==> config.mk <==
export PLATFORM = sky130hd
export DESIGN_NAME = ema_ctrl
export DESIGN_NICKNAME = d
export VERILOG_FILES = /design/src/rtl/ema_ctrl.sv
export SDC_FILE = /design/constraint.sdc
export NUM_CORES = 1
export LEC_CHECK = 0
export BUFFER_PORTS_ARGS = -buffer_cell sky130_fd_sc_hd__buf_2
export CORE_MARGIN = 5
export CORE_UTILIZATION = 30
export CTS_CLUSTER_DIAMETER = 150
export CTS_CLUSTER_SIZE = 8
export DETAILED_ROUTE_END_ITERATION = 8
export GPL_ROUTABILITY_DRIVEN = 0
export PLACE_DENSITY = 0.51
export SYNTH_ARGS = -nofsm -noshare
export SYNTH_HDL_FRONTEND = slang
export SYNTH_SLANG_ARGS = --single-unit
export TNS_END_PERCENT = 1
==> constraint.sdc <==
create_clock -name clk -period 6.85 [get_ports clk]
set_clock_uncertainty 0.2 [all_clocks]
set_input_delay 1.37 -clock clk [delete_from_list [all_inputs] [get_ports clk]]
set_output_delay 1.37 -clock clk [all_outputs]
set_load 0.01 [all_outputs]
==> src/rtl/ema_ctrl.sv <==
// Exponential moving average controller: y[n] = a*x[n] + (1-a)*y[n-1] in Q1.AFRAC,
// sequenced over a shared single-cycle-latency ALU with a fixed 6-cycle schedule.
module ema_ctrl #(
  parameter int unsigned Win   = 16,
  parameter int unsigned Wout  = 32,
  parameter int unsigned AFRAC = 15
) (
  input  logic                   clk,
  input  logic                   rst,
  input  logic signed [Win-1:0]  x_i,
  input  logic                   x_valid_i,
  output logic                   x_ready_o,
  input  logic signed [Win:0]    alpha_i,
  output logic signed [Win-1:0]  alu_op1_o,
  output logic signed [Win:0]    alu_op2_o,
  output logic [1:0]             alu_mode_o,
  output logic                   alu_valid_o,
  input  logic signed [Wout-1:0] alu_res_i,
  input  logic                   alu_valid_i,
  output logic signed [Win-1:0]  y_o,
  output logic                   y_valid_o,
  output logic                   err_o
);

  localparam logic [1:0] ModeIdle = 2'd0;
  localparam logic [1:0] ModeAdd  = 2'd1;
  localparam logic [1:0] ModeMult = 2'd2;

  localparam logic signed [Win:0]   AlphaOne = (Win+1)'(2**AFRAC);
  localparam logic signed [Win-1:0] YMax     = {1'b0, {(Win-1){1'b1}}};
  localparam logic signed [Win-1:0] YMin     = {1'b1, {(Win-1){1'b0}}};

  typedef enum logic [2:0] {StIdle, StMulA, StMulB, StCapB, StAdd, StDone} state_e;

  state_e r_state, w_state_next;

  logic signed [Win-1:0] r_x, r_pa, r_pb, r_y;
  logic signed [Win:0]   r_alpha;
  logic                  r_y_valid, r_err;

  logic                  w_handshake;
  logic signed [Win:0]   w_alpha_clamped;
  logic signed [Wout-1:0] w_res_shr;
  logic signed [Win-1:0] w_prod;
  logic signed [Win:0]   w_sum;
  logic signed [Win-1:0] w_sum_sat;
  logic                  w_alu_chk;
  logic                  w_unused;

  assign w_handshake = x_valid_i && (r_state == StIdle);

  always_comb begin
    if (alpha_i[Win]) begin
      w_alpha_clamped = '0;
    end else if (alpha_i > AlphaOne) begin
      w_alpha_clamped = AlphaOne;
    end else begin
      w_alpha_clamped = alpha_i;
    end
  end

  // Arithmetic shift floors toward -inf; only the low Win bits are kept.
  assign w_res_shr = alu_res_i >>> AFRAC;
  assign w_prod    = w_res_shr[Win-1:0];
  assign w_unused  = ^w_res_shr[Wout-1:Win];

  assign w_sum = alu_res_i[Win:0];

  always_comb begin
    if (w_sum[Win] != w_sum[Win-1]) begin
      w_sum_sat = w_sum[Win] ? YMin : YMax;
    end else begin
      w_sum_sat = w_sum[Win-1:0];
    end
  end

  // States that consume an ALU result expect alu_valid_i from the previous issue.
  assign w_alu_chk = (r_state == StMulB) || (r_state == StCapB) || (r_state == StDone);

  always_ff @(posedge clk) begin
    if (rst) begin
      r_state <= StIdle;
    end else begin
      r_state <= w_state_next;
    end
  end

  always_comb begin
    w_state_next = r_state;
    unique case (r_state)
      StIdle:  if (x_valid_i) w_state_next = StMulA;
      StMulA:  w_state_next = StMulB;
      StMulB:  w_state_next = StCapB;
      StCapB:  w_state_next = StAdd;
      StAdd:   w_state_next = StDone;
      StDone:  w_state_next = StIdle;
      default: w_state_next = StIdle;
    endcase
  end

  always_comb begin
    alu_op1_o   = '0;
    alu_op2_o   = '0;
    alu_mode_o  = ModeIdle;
    alu_valid_o = 1'b0;
    unique case (r_state)
      StMulA: begin
        alu_op1_o   = r_x;
        alu_op2_o   = r_alpha;
        alu_mode_o  = ModeMult;
        alu_valid_o = 1'b1;
      end
      StMulB: begin
        alu_op1_o   = r_y;
        alu_op2_o   = AlphaOne - r_alpha;
        alu_mode_o  = ModeMult;
        alu_valid_o = 1'b1;
      end
      StAdd: begin
        alu_op1_o   = r_pa;
        alu_op2_o   = {r_pb[Win-1], r_pb};
        alu_mode_o  = ModeAdd;
        alu_valid_o = 1'b1;
      end
      default: begin
        alu_op1_o   = '0;
        alu_op2_o   = '0;
        alu_mode_o  = ModeIdle;
        alu_valid_o = 1'b0;
      end
    endcase
  end

  always_ff @(posedge clk) begin
    if (rst) begin
      r_x       <= '0;
      r_alpha   <= '0;
      r_pa      <= '0;
      r_pb      <= '0;
      r_y       <= '0;
      r_y_valid <= 1'b0;
      r_err     <= 1'b0;
    end else begin
      if (w_handshake) begin
        r_x     <= x_i;
        r_alpha <= w_alpha_clamped;
      end
      if (r_state == StMulB) r_pa <= w_prod;
      if (r_state == StCapB) r_pb <= w_prod;
      if (r_state == StDone) r_y  <= w_sum_sat;
      r_y_valid <= (r_state == StDone);
      if (w_alu_chk && !alu_valid_i) r_err <= 1'b1;
    end
  end

  assign x_ready_o = (r_state == StIdle);
  assign y_o       = r_y;
  assign y_valid_o = r_y_valid;
  assign err_o     = r_err;

endmodule

==> summary.md <==
| Metric | Value |
|---|---|
| Core Rows | 41 |
| First-pass GRT wire length | 19.80 mm |
| Post-DRT Antenna Nets | 0 |
| Dpl hpwl | 9.326 mm |
| First DRT Iteration DRCs | 199 |
| Maximum number of pins on one net before global-route repair | 73 |
| H-tree lvl count | 3 |
| Cells after synthesis | 507 |
| Worst-Margin Slew | 1.238 ns |
| Die Height | 124.1 µm |
| Core Area | 12670 µm² |
| Total CTS buffers | 9 |
| CTS Buffer Depth | 2 |
| Initial antenna violation count | 0 |
| Power Internal | 865.8 µW |
| CP Max Fanout | 35 |
| Clk sinks | 85 |
| GRT overflow | 0 |
| Nets | 676 |
| Cell variety after synth | 39 |
| Setup Buffers After CTS | 0 |
| Clk network pwr share | 40.9% |
| RSZ-0062 raised after global routing | false |
| Die extent in x | 124.1 µm |
| CTS tree | built |
| Final WL | 12.73 mm |
| Part of the power in registers | 45.0% |
| Fill cells | 1368 |
| Initial Utilization | 30.83% |
| Vias in the first global route | 3784 |
| Seq cells post-synth | 85 |
| Final Setup Violations | 0 |
| Ranking of synthesized cells by area | dfxtp_1 (44%), nand2_1 (12%), a21oi_1 (6.5%) |
| WS Path Type | reg -> out |
| P_sw | 309.2 µW |
| Synth area leader | dfxtp_1 |
| Minimum clock period | 4.150 ns |
| Via count | 3859 |
| Peak supply drop | 124.2 µV |
| Leakage | 1.964 nW |
| Clk root buf | clkbuf_16 |
| Final Cycle Share | 60.58% |
| Boundary Pins | 124 |
| Max Cap Viol | 0 |
| Final Hold Vio Count | 0 |
| DRC violations left | 0 |
| Synthesized cell area | 3906 µm² |
| Layout cells sized above 1 | 24.18% |
| Mean Syn Cell Area | 7.705 µm² |
| Slew margin rel. | 17.40% |
| # diodes | 0 |
| CP Capture Type | output pin |
| Die area | 15400 µm² |
| Register area share after synthesis | 43.56% |
| Crit start category | flop |
| Hold Buf Count CTS | 0 |
| Worst hold path class | reg -> reg |
| Worst-path clk slew | 0.06 ns |
| Gr usage total | 16.71% |
| Via density | 4.947 |
| Area fraction of the dominant cell type after synthesis | 43.56% |
| Synth warn | 0 |
| Pwr/cell area | 240.1 nW/µm² |
| Switching Share | 26.31% |
| Comb pwr share | 14.1% |
| Status | finished, final reports clean |
| TNS Setup | 0 ns |
| Max Fclk | 241.0 MHz |
| Clock latency on the worst-skew pair | 0.34 ns |
| WL/cell | 16.32 µm |
| Area growth, synth to finish | 25.27% |
| CP required | 5.28 ns |
| Final non-filler cell area | 4893 µm² |
| # port buffers | 122 |
| Net Count, Synth | 579 |
| CP arrival | 2.58 ns |
| Max-slew violations | 0 |
| Area after DPL | 4602 µm² |
| Drt pass-1 iters | 5 |
| Post-CTS sizing | 0 |
[registers in the layout, indices dropped and copies added, names as in the netlist]
register and cells:
err_o 1, r_alpha 16, r_pa 16, r_pb 16
r_state 3, r_x 16, y_o 16, y_valid_o 1
[area by class of cell]
type                            instances  area [µm²]  share of cell area, %
Clock inverter                          4       48.80                 0.9972
Tap cell                              172       215.2                  4.398
Inverter                                6       22.52                 0.4602
Clock buffer                           11       242.7                  4.960
Timing Repair Buffer                  127       648.1                  13.24
Multi-Input combinational cell        375        2014                  41.17
Sequential cell                        85        1702                  34.77
[cells in the mapped netlist]
cell type    n
a2111oi_0    1
a211oi_1    15
a21o_1       1
a21oi_1     51
a22o_1      15
a22oi_1     31
a32oi_1      1
a41oi_1      1
and2_1       3
buf_1        1
buf_2        4
buf_4        1
buf_6        1
clkbuf_1    34
clkinv_1     1
dfxtp_1     85
ha_1         3
inv_1        5
nand2_1    127
nand2b_1     5
nand3_1      2
nand3b_1     1
nand4_1      1
nor2_1      31
nor2_2       1
nor2b_1      4
nor3_1      23
nor3_2       1
nor3b_1      1
nor4_1       4
nor4_4       1
o21ai_0     29
o22ai_1      3
o311ai_1     1
or3_1        2
or4_4        2
or4b_1       1
xnor2_1      8
xor2_1       5
[cell usage in the layout, fill, tap and decap left out, types with 2 or more instances in the layout]
master     netlist  layout
clkinv_2         0       2
a22o_1          15      15
and2_1           3       3
clkbuf_16        0       9
buf_2            4     122
or4_4            2       2
o22ai_1          3       3
nand2b_1         5       5
nor2_1          31      30
nand2_1        127     127
nor3_1          23      23
o21ai_0         29      29
nor2_2           1       2
a211oi_1        15      15
or3_1            2       2
dfxtp_1         85      85
a22oi_1         31      31
nand3_1          2       2
buf_4            1       5
nor4_1           4       4
xor2_1           5       5
a21oi_1         51      51
xnor2_1          8       8
nor2b_1          4       4
ha_1             3       3
inv_1            5       5
[power groups by stage]
stage | clock (mW) | combinational [mW] | sequential [mW]
after CTS | 0.495 | 0.167 | 0.529
final | 0.480 | 0.165 | 0.529
after detailed placement | 0 | 0.166 | 0.540
after floorplan | 0 | 0.109 | 0.535
after global placement | 0 | 0.165 | 0.540
after global routing | 0.513 | 0.186 | 0.531
[worst max-delay path, stage by stage (launching register included)]
cell and delay (ns):
dfxtp_1 0.31, buf_4 0.30, nand2b_1 0.13, nor2_2 0.94, a22oi_1 0.21, o21ai_0 0.15
buf_2 0.19
[logic make-up after synthesis]
group	Yosys count	synth area share (%)
and+or+nand+nor	210	23.61
adders and majority gates	3	0.9610
xor gates and xnor gates	13	2.915
buffers and inverters	47	4.933
AOI/OAI and AO/OA	149	24.02
DFF	85	43.56
[metal layers]
layer	GRT usage (%)	wire length, µm
met1	22.30	6026
met2	25.88	5634
met3	5.677	883
met4	4.381	182
met5	0	0
[worst paths after layout]
path / endpoint / startpoint / cells past startpoint / slack (ns)
setup / recovery: alu_op2_o[13] / r_state[0] / 6 / 2.70
hold / removal: r_pb[4] / r_pb[4] / 2 / 0.25
setup reg to reg: r_alpha[13] / r_state[0] / 5 / 4.10
hold reg to reg: r_pb[4] / r_pb[4] / 2 / 0.25
[metrics by stage]
stage / setup WS, ns / total power [mW] / hold WS (ns) / std cells / util [%]
2_1_floorplan: 3.394 / 0.6435 / 0.2360 / 507 / -
3_3_place_gp: 3.073 / 0.7047 / 0.2425 / 765 / 36.32
3_5_place_dp: 3.043 / 0.7065 / 0.2484 / 765 / 36.32
4_1_cts: 2.652 / 1.192 / 0.2567 / 780 / 38.62
5_1_grt: 2.485 / 1.231 / 0.2708 / 780 / 38.62
6_report: 2.700 / 1.175 / 0.2525 / 780 / 38.62
Note: power is estimated with default switching activity, not from simulation.
